**config.mk**
```make
export PLATFORM = sky130hd
export DESIGN_NAME = psk_demod
export DESIGN_NICKNAME = d
export VERILOG_FILES = /design/src/rtl/psk_pkg.sv /design/src/rtl/psk_sym_acc.sv /design/src/rtl/psk_demod.sv
export SDC_FILE = /design/constraint.sdc
export NUM_CORES = 2
export LEC_CHECK = 0
export BUFFER_PORTS_ARGS = -buffer_cell sky130_fd_sc_hd__clkbuf_2
export CORE_MARGIN = 5
export CORE_UTILIZATION = 55
export CTS_CLUSTER_DIAMETER = 100
export DETAILED_ROUTE_END_ITERATION = 8
export GPL_TIMING_DRIVEN = 0
export PLACE_DENSITY = 0.74
export SKIP_LAST_GASP = 1
export SLEW_MARGIN = 20
export SYNTH_ARGS = -nofsm -noshare
export SYNTH_HDL_FRONTEND = slang
export SYNTH_SLANG_ARGS = --single-unit
```
**constraint.sdc**
```tcl
create_clock -name clk_16M384 -period 6.4 [get_ports clk_16M384]
set_clock_uncertainty 0.1 [all_clocks]
set_input_delay 0.64 -clock clk_16M384 [delete_from_list [all_inputs] [get_ports clk_16M384]]
set_output_delay 0.64 -clock clk_16M384 [all_outputs]
set_load 0.01 [all_outputs]
```
**src/rtl/psk_pkg.sv**
```systemverilog
// Shared constants for the PSK demodulator: symbol geometry, QPSK Gray map,
// datapath width helpers and output-register state encoding.
package psk_pkg;

    localparam int SYM_LEN = 16;

    localparam logic [1:0] QPSK_P1 = 2'b00;
    localparam logic [1:0] QPSK_MJ = 2'b10;
    localparam logic [1:0] QPSK_M1 = 2'b11;
    localparam logic [1:0] QPSK_PJ = 2'b01;

    localparam logic [0:0] ST_EMPTY = 1'b0;
    localparam logic [0:0] ST_FULL  = 1'b1;

    function automatic int prod_width(input int w);
        return 2 * w + 1;
    endfunction

    function automatic int acc_width(input int w);
        return 2 * w + 5;
    endfunction

    // Quadrant decision from the signs of (re+im) and (re-im).
    function automatic logic [1:0] qpsk_map(input logic neg_sum, input logic neg_diff);
        logic [1:0] sym;
        case ({neg_sum, neg_diff})
            2'b00:   sym = QPSK_P1;
            2'b10:   sym = QPSK_MJ;
            2'b11:   sym = QPSK_M1;
            2'b01:   sym = QPSK_PJ;
            default: sym = QPSK_P1;
        endcase
        return sym;
    endfunction

endpackage

```
**src/rtl/psk_sym_acc.sv**
```systemverilog
// Symbol-window correlator: window counter/alignment, complex product with the
// carrier, and per-window accumulation with sideband capture.
module psk_sym_acc
    import psk_pkg::*;
#(
    parameter int WIDTH = 12,
    localparam int AW = acc_width(WIDTH)
) (
    input  logic                    clk_16M384,
    input  logic                    rst_n_16M384,
    input  logic signed [WIDTH-1:0] i_in_i,
    input  logic signed [WIDTH-1:0] i_in_q,
    input  logic signed [WIDTH-1:0] i_car_i,
    input  logic signed [WIDTH-1:0] i_car_q,
    input  logic                    i_vld,
    input  logic                    i_last,
    input  logic                    i_bpsk,
    input  logic [3:0]              i_delay_cnt,
    output logic                    o_clk_div,
    output logic signed [AW-1:0]    o_acc_re,
    output logic signed [AW-1:0]    o_acc_im,
    output logic                    o_done,
    output logic                    o_vld,
    output logic                    o_bpsk,
    output logic                    o_last
);

    localparam int PW = prod_width(WIDTH);
    localparam int XW = 2 * WIDTH;
    localparam logic [3:0] P_FIRST = 4'd0;
    localparam logic [3:0] P_LAST  = 4'(SYM_LEN - 1);

    logic [3:0] r_cnt;
    logic [3:0] r_delay;
    logic       r_win;
    logic       r_vld;
    logic       r_bpsk;
    logic       r_last;

    logic signed [PW-1:0] r_re_p;
    logic signed [PW-1:0] r_im_p;
    logic                 r_load;
    logic                 r_end;
    logic                 r_s1_vld;
    logic                 r_s1_bpsk;
    logic                 r_s1_last;

    logic signed [AW-1:0] r_acc_re;
    logic signed [AW-1:0] r_acc_im;
    logic                 r_done;
    logic                 r_s2_vld;
    logic                 r_s2_bpsk;
    logic                 r_s2_last;

    logic [3:0]           w_delay;
    logic [3:0]           w_p;
    logic                 w_start;
    logic                 w_end;
    logic signed [XW-1:0] w_in_i_x;
    logic signed [XW-1:0] w_in_q_x;
    logic signed [XW-1:0] w_car_i_x;
    logic signed [XW-1:0] w_car_q_x;
    logic signed [XW-1:0] w_ii;
    logic signed [XW-1:0] w_qq;
    logic signed [XW-1:0] w_qi;
    logic signed [XW-1:0] w_iq;
    logic signed [PW-1:0] w_re_p;
    logic signed [PW-1:0] w_im_p;

    // Outside a window the live DELAY_CNT steers alignment; inside, the value captured at p=0 holds.
    assign w_delay = r_win ? r_delay : i_delay_cnt;
    assign w_p     = r_cnt - w_delay;
    assign w_start = !r_win && (w_p == P_FIRST);
    assign w_end   = r_win && (w_p == P_LAST);

    assign w_in_i_x  = {{WIDTH{i_in_i[WIDTH-1]}}, i_in_i};
    assign w_in_q_x  = {{WIDTH{i_in_q[WIDTH-1]}}, i_in_q};
    assign w_car_i_x = {{WIDTH{i_car_i[WIDTH-1]}}, i_car_i};
    assign w_car_q_x = {{WIDTH{i_car_q[WIDTH-1]}}, i_car_q};
    assign w_ii      = w_in_i_x * w_car_i_x;
    assign w_qq      = w_in_q_x * w_car_q_x;
    assign w_qi      = w_in_q_x * w_car_i_x;
    assign w_iq      = w_in_i_x * w_car_q_x;
    assign w_re_p    = {w_ii[XW-1], w_ii} + {w_qq[XW-1], w_qq};
    assign w_im_p    = {w_qi[XW-1], w_qi} - {w_iq[XW-1], w_iq};

    always_ff @(posedge clk_16M384 or negedge rst_n_16M384) begin
        if (!rst_n_16M384) begin
            r_cnt   <= 4'd0;
            r_delay <= 4'd0;
            r_win   <= 1'b0;
            r_vld   <= 1'b0;
            r_bpsk  <= 1'b0;
            r_last  <= 1'b0;
        end else begin
            r_cnt <= r_cnt + 4'd1;
            if (w_start) begin
                r_win   <= 1'b1;
                r_delay <= i_delay_cnt;
                r_vld   <= i_vld;
                r_bpsk  <= i_bpsk;
                r_last  <= i_last;
            end else begin
                if (w_end) begin
                    r_win <= 1'b0;
                end
                r_last <= r_last | i_last;
            end
        end
    end

    always_ff @(posedge clk_16M384 or negedge rst_n_16M384) begin
        if (!rst_n_16M384) begin
            r_re_p    <= '0;
            r_im_p    <= '0;
            r_load    <= 1'b0;
            r_end     <= 1'b0;
            r_s1_vld  <= 1'b0;
            r_s1_bpsk <= 1'b0;
            r_s1_last <= 1'b0;
        end else begin
            r_re_p    <= w_re_p;
            r_im_p    <= w_im_p;
            r_load    <= w_start;
            r_end     <= w_end;
            r_s1_vld  <= r_vld;
            r_s1_bpsk <= r_bpsk;
            r_s1_last <= r_last | i_last;
        end
    end

    // The p=0 product reloads the accumulators so stale sums never leak into a new window.
    always_ff @(posedge clk_16M384 or negedge rst_n_16M384) begin
        if (!rst_n_16M384) begin
            r_acc_re  <= '0;
            r_acc_im  <= '0;
            r_done    <= 1'b0;
            r_s2_vld  <= 1'b0;
            r_s2_bpsk <= 1'b0;
            r_s2_last <= 1'b0;
        end else begin
            if (r_load) begin
                r_acc_re <= {{(AW-PW){r_re_p[PW-1]}}, r_re_p};
                r_acc_im <= {{(AW-PW){r_im_p[PW-1]}}, r_im_p};
            end else begin
                r_acc_re <= r_acc_re + {{(AW-PW){r_re_p[PW-1]}}, r_re_p};
                r_acc_im <= r_acc_im + {{(AW-PW){r_im_p[PW-1]}}, r_im_p};
            end
            r_done    <= r_end;
            r_s2_vld  <= r_s1_vld;
            r_s2_bpsk <= r_s1_bpsk;
            r_s2_last <= r_s1_last;
        end
    end

    assign o_clk_div = r_cnt[3];
    assign o_acc_re  = r_acc_re;
    assign o_acc_im  = r_acc_im;
    assign o_done    = r_done;
    assign o_vld     = r_s2_vld;
    assign o_bpsk    = r_s2_bpsk;
    assign o_last    = r_s2_last;

endmodule

```
**src/rtl/psk_demod.sv**
```systemverilog
// Coherent BPSK/QPSK demodulator: 16-sample correlation, sign decision and a
// single-entry AXI-Stream output register with sticky overflow.
module psk_demod
    import psk_pkg::*;
#(
    parameter int WIDTH = 12,
    parameter int BYTES = 1
) (
    input  logic                    clk_16M384,
    input  logic                    rst_n_16M384,
    input  logic signed [WIDTH-1:0] in_I,
    input  logic signed [WIDTH-1:0] in_Q,
    input  logic                    in_vld,
    input  logic                    in_last,
    input  logic                    in_is_bpsk,
    input  logic signed [WIDTH-1:0] carrier_I,
    input  logic signed [WIDTH-1:0] carrier_Q,
    input  logic [3:0]              DELAY_CNT,
    output logic [BYTES*8-1:0]      m_tdata,
    output logic                    m_tvalid,
    input  logic                    m_tready,
    output logic                    m_tlast,
    output logic                    m_tuser,
    output logic                    overflow,
    output logic                    out_clk_1M024
);

    localparam int AW = acc_width(WIDTH);
    localparam int DW = BYTES * 8;
    localparam logic signed [AW-1:0] ZERO_ACC = '0;
    localparam logic signed [AW:0]   ZERO_SUM = '0;

    logic signed [AW-1:0] w_acc_re;
    logic signed [AW-1:0] w_acc_im;
    logic                 w_done;
    logic                 w_vld;
    logic                 w_bpsk;
    logic                 w_last;
    logic signed [AW:0]   w_sum;
    logic signed [AW:0]   w_diff;
    logic [1:0]           w_bits;
    logic                 w_hs;

    logic          r_dec_vld;
    logic [1:0]    r_dec_bits;
    logic          r_dec_bpsk;
    logic          r_dec_last;
    logic [0:0]    r_state;
    logic [DW-1:0] r_tdata;
    logic          r_tlast;
    logic          r_tuser;
    logic          r_overflow;

    psk_sym_acc #(
        .WIDTH (WIDTH)
    ) u_acc (
        .clk_16M384   (clk_16M384),
        .rst_n_16M384 (rst_n_16M384),
        .i_in_i       (in_I),
        .i_in_q       (in_Q),
        .i_car_i      (carrier_I),
        .i_car_q      (carrier_Q),
        .i_vld        (in_vld),
        .i_last       (in_last),
        .i_bpsk       (in_is_bpsk),
        .i_delay_cnt  (DELAY_CNT),
        .o_clk_div    (out_clk_1M024),
        .o_acc_re     (w_acc_re),
        .o_acc_im     (w_acc_im),
        .o_done       (w_done),
        .o_vld        (w_vld),
        .o_bpsk       (w_bpsk),
        .o_last       (w_last)
    );

    assign w_sum  = {w_acc_re[AW-1], w_acc_re} + {w_acc_im[AW-1], w_acc_im};
    assign w_diff = {w_acc_re[AW-1], w_acc_re} - {w_acc_im[AW-1], w_acc_im};

    // A zero sum counts as non-negative and decides to bit 0.
    always_comb begin
        w_bits = 2'b00;
        if (w_bpsk) begin
            w_bits = {(w_acc_re < ZERO_ACC), 1'b0};
        end else begin
            w_bits = qpsk_map((w_sum < ZERO_SUM), (w_diff < ZERO_SUM));
        end
    end

    assign w_hs = (r_state == ST_FULL) && m_tready;

    always_ff @(posedge clk_16M384 or negedge rst_n_16M384) begin
        if (!rst_n_16M384) begin
            r_dec_vld  <= 1'b0;
            r_dec_bits <= 2'b00;
            r_dec_bpsk <= 1'b0;
            r_dec_last <= 1'b0;
        end else begin
            r_dec_vld  <= w_done && w_vld;
            r_dec_bits <= w_bits;
            r_dec_bpsk <= w_bpsk;
            r_dec_last <= w_last;
        end
    end

    // A decision arriving while FULL and not handshaking is dropped; the held beat stays intact.
    always_ff @(posedge clk_16M384 or negedge rst_n_16M384) begin
        if (!rst_n_16M384) begin
            r_state    <= ST_EMPTY;
            r_tdata    <= '0;
            r_tlast    <= 1'b0;
            r_tuser    <= 1'b0;
            r_overflow <= 1'b0;
        end else begin
            if (r_dec_vld) begin
                if ((r_state == ST_EMPTY) || w_hs) begin
                    r_state <= ST_FULL;
                    r_tdata <= {{(DW-2){1'b0}}, r_dec_bits};
                    r_tlast <= r_dec_last;
                    r_tuser <= r_dec_bpsk;
                end else begin
                    r_overflow <= 1'b1;
                end
            end else if (w_hs) begin
                r_state <= ST_EMPTY;
            end
        end
    end

    assign m_tvalid = (r_state == ST_FULL);
    assign m_tdata  = r_tdata;
    assign m_tlast  = r_tlast;
    assign m_tuser  = r_tuser;
    assign overflow = r_overflow;

endmodule

```
==> summary.md <==
| Metric | Value |
|---|---|
| Initial DRC Count | `roughly 2200` |
| Synth top area share | `0.415` |
| Total Routing Usage GR | `0.297` |
| Top cells by area, synth | `fa_1 42%, ha_1 12%, dfrtp_1 11%` |
| Die ar. | `a little over 60000 sq um` |
| Worst path slowest cell | `fa_1` |
| Status | `finished with violations` |
| Root Buffer | `clkbuf_16` |
| Fill count | `about 4300` |
| Most frequent cell after synthesis | `inv_1` |
| Clock transition at path regs | `approximately 60 ps` |
| RSZ-0062 raised after global routing | `yes` |
| Crit path max fanout | `10` |
| TritonCTS clock tree | `built` |
| Largest area contributor in the netlist | `fa_1` |
| Failing checks | `negative setup slack` |
| Crit start category | `input pin` |
| Synth Instances | `~3300` |
| CP dominant cell by count | `fa_1` |
| Yosys warnings | `0` |
| Num CTS Buffers | `17` |
| WS Path Type | `in -> reg` |
| First-pass GRT wire length | `~140000 um` |
| Clk sink count | `140` |
| Min Hold Slack | `roughly 110 ps` |
| Sequential fraction of the synthesis area | `0.111` |
| Post-route setup slack | `-403 ps` |
| Core Area | `about 57000 sq um` |
| CP endpoint kind | `flip-flop` |
| Largest net degree at the start of global routing | `73` |
| Max cap viols | `0` |
| Synth cell count leaders | `778 x inv_1, 654 x fa_1, 330 x nand2_1` |
| Yosys reg bits | `140` |
| Hold-fix buffers, CTS | `0` |
| Post-Layout Cell Count | `4309` |
| Fmax | `0.147 GHz` |
| Crit-path cells | `buf_4 -> clkbuf_4 -> nand2_1 -> fa_1 -> inv_1 -> fa_1 -> fa_1 -> fa_1 -> fa_1 -> fa_1 -> inv_2 -> fa_1 -> inv_2 -> ha_4 -> and3_4 -> and3_4 -> a31oi_4 -> a21oi_4 -> a221o_1 -> a31oi_2 -> o21bai_1 -> xnor2_2` |
| Slowest stage delay, CP | `560 ps` |
| Routed vias | `~24000` |
| I/O pin count | `between 70 and 80` |
| Cell Area, Synth | `31500 sq um` |
| Worst skew pair latency | `approximately 440 ps` |
| Final wirelength | `92600 um` |
| Grt ovf | `0` |
| DIE WIDTH | `around 250 um` |
| Hold Path Class | `in -> async` |
| Final HPWL DP | `between 70000 and 80000 um` |
| P&R area growth vs syn | `17.6%` |
| Post-synth ARST share | `1.00` |
| Count of input and output buffers | `64` |
| Hold violation count in the final report | `0` |
| Clock buffer depth | `2` |
| Placed cells | `just over 4000` |
| Fraction of layout cells with a size suffix above 1 | `0.147` |
| Post-DRT Antenna Nets | `0` |
| Final core utilization | `0.655` |
| WL/cell | `between 20 and 25 um` |
| Std-Cell Rows | `a little under 90` |
| Syn_area_per_cell | `9.49 sq um` |
| GP Congestion | `about 1` |
| Synth Flop Type | `dfrtp_1` |
| Number of synthesized flops with an enable pin | `0` |
| Router iterations before antenna repair | `7` |
| Final Cycle Share | `1.06` |
| CP arrival | `between 6000 and 7000 ps` |
| Layout Nets | `between 4000 and 5000` |
| Drt drc | `0` |
| Initial antenna violation count | `10` |
| Starting Density | `0.557` |
| Number of global-route vias before repair | `between 20000 and 30000` |
| Slew HR | `0.273` |
| Die height | `249 um` |
| Number of distinct library cells after synthesis | `69` |
| Drt via density | `5.61` |
| H-tree levels | `4` |
| Pins Over Slew Limit | `0` |
| Final setup fails | `6` |
| Final min period | `roughly 7000 ps` |
| Critical Path RT | `roughly 6600 ps` |
| Worst-Margin Slew | `1060 ps` |
==> timing repair <==
item                                    in CTS  in global routing
gates resized for setup                    364                178
cloned                                       1                  1
pin swaps                                   77                104
buffers inserted                            73                 53
endpoints found under the setup margin      22                 16
==> worst max-delay path: cells and delay by family <==
family | cells | cell delay [ps]
xor gates and xnor gates | 1 | 420
buffers and inverters | 5 | 590
and+or+nand+nor | 3 | 440
AOI/OAI and AO/OA | 5 | 1060
adders and majority gates | 8 | 3810
==> final timing paths <==
| kind | cells after the start | endpoint | startpoint | slack [ps] |
|---|---|---|---|---|
| min in group clk_16M384 | 0 | u_acc.o_vld | u_acc.r_s1_vld | 250 |
| hold reg to reg | 0 | u_acc.o_vld | u_acc.r_s1_vld | 250 |
| hold / removal | 1 | m_tvalid | rst_n_16M384 | 110 |
| setup / recovery | 22 | u_acc.r_re_p[24] | carrier_Q[8] | -400 |
| setup reg to reg | 10 | u_acc.o_acc_im[28] | u_acc.r_im_p[11] | 2870 |
| max in group asynchronous | 2 | u_acc.r_re_p[9] | rst_n_16M384 | 5340 |
==> sequential cells by signal, summed over array words and instances, names as in the netlist, 2 cells and up <==
register and cells:
u_acc.r_delay 4, u_acc.o_acc_im 29, u_acc.o_acc_re 29, u_acc.r_im_p 25
r_dec_bits 2, u_acc.r_re_p 25, m_tdata 2, u_acc.r_cnt 4
==> metal layers <==
metal,up-vias,global-route usage,wire [um]
li1,10400,-,-
met5,-,0,35
met2,1277,0.481,43100
met3,396,0.0720,9510
met4,4,0.155,6450
met1,12000,0.374,33500
==> per-stage QoR <==
stage / setup slack [ps] / TNS [ps] / cell area [sq um]
finish: -403 / -1360 / 37100
global route: -531 / -2570 / 37100
CTS: -455 / -1570 / 36100
detailed placement: -1950 / -26030 / 33200
global placement: -1910 / -24500 / 33200
floorplan: -233 / -263 / 31900
==> cell usage in the layout, fill, tap and decap left out, drive strengths merged, types with 11 or more instances in the layout <==
| master | n |
|---|---|
| nor3 | 15 |
| a31oi | 12 |
| o21bai | 18 |
| nor2 | 78 |
| o21ai | 87 |
| and2 | 287 |
| ha | 306 |
| a21o | 49 |
| dfrtp | 140 |
| nand2b | 27 |
| fa | 654 |
| xnor2 | 87 |
| nand2 | 330 |
| nand4 | 11 |
| xor2 | 41 |
| o21a | 17 |
| inv | 784 |
| clkbuf | 147 |
| buf | 183 |
| a21oi | 91 |
| and3 | 15 |
| nand3 | 29 |
| mux2 | 16 |
==> area by class of cell <==
class,count,area [sq um],area share
inverter,779,2940,0.0792
clock buffer,18,429,0.0116
clock inverter,14,178,0.00479
timing repair buffer,192,1860,0.0501
multi-input combinational,2286,25400,0.686
tap,756,946,0.0255
buffer,120,1780,0.0479
sequential,140,3500,0.0945
antenna,4,10.0,0.000270
==> cells by family (layout without fill, tap and decap cells) <==
kind of cell	after synthesis	after routing	share of synthesized area
fa+ha+maj	960	960	0.537
buf+inv	899	1123	0.108
simple gates	830	830	0.132
compound gates	340	340	0.0686
flops	140	140	0.111
xor+xnor	128	128	0.0356
mux	22	22	0.00762
other cells	1	10	0.000119
Power is left out: the tool's default activity adds up to more than one toggle a clock period on the data nets, which glitch-free logic cannot reach.
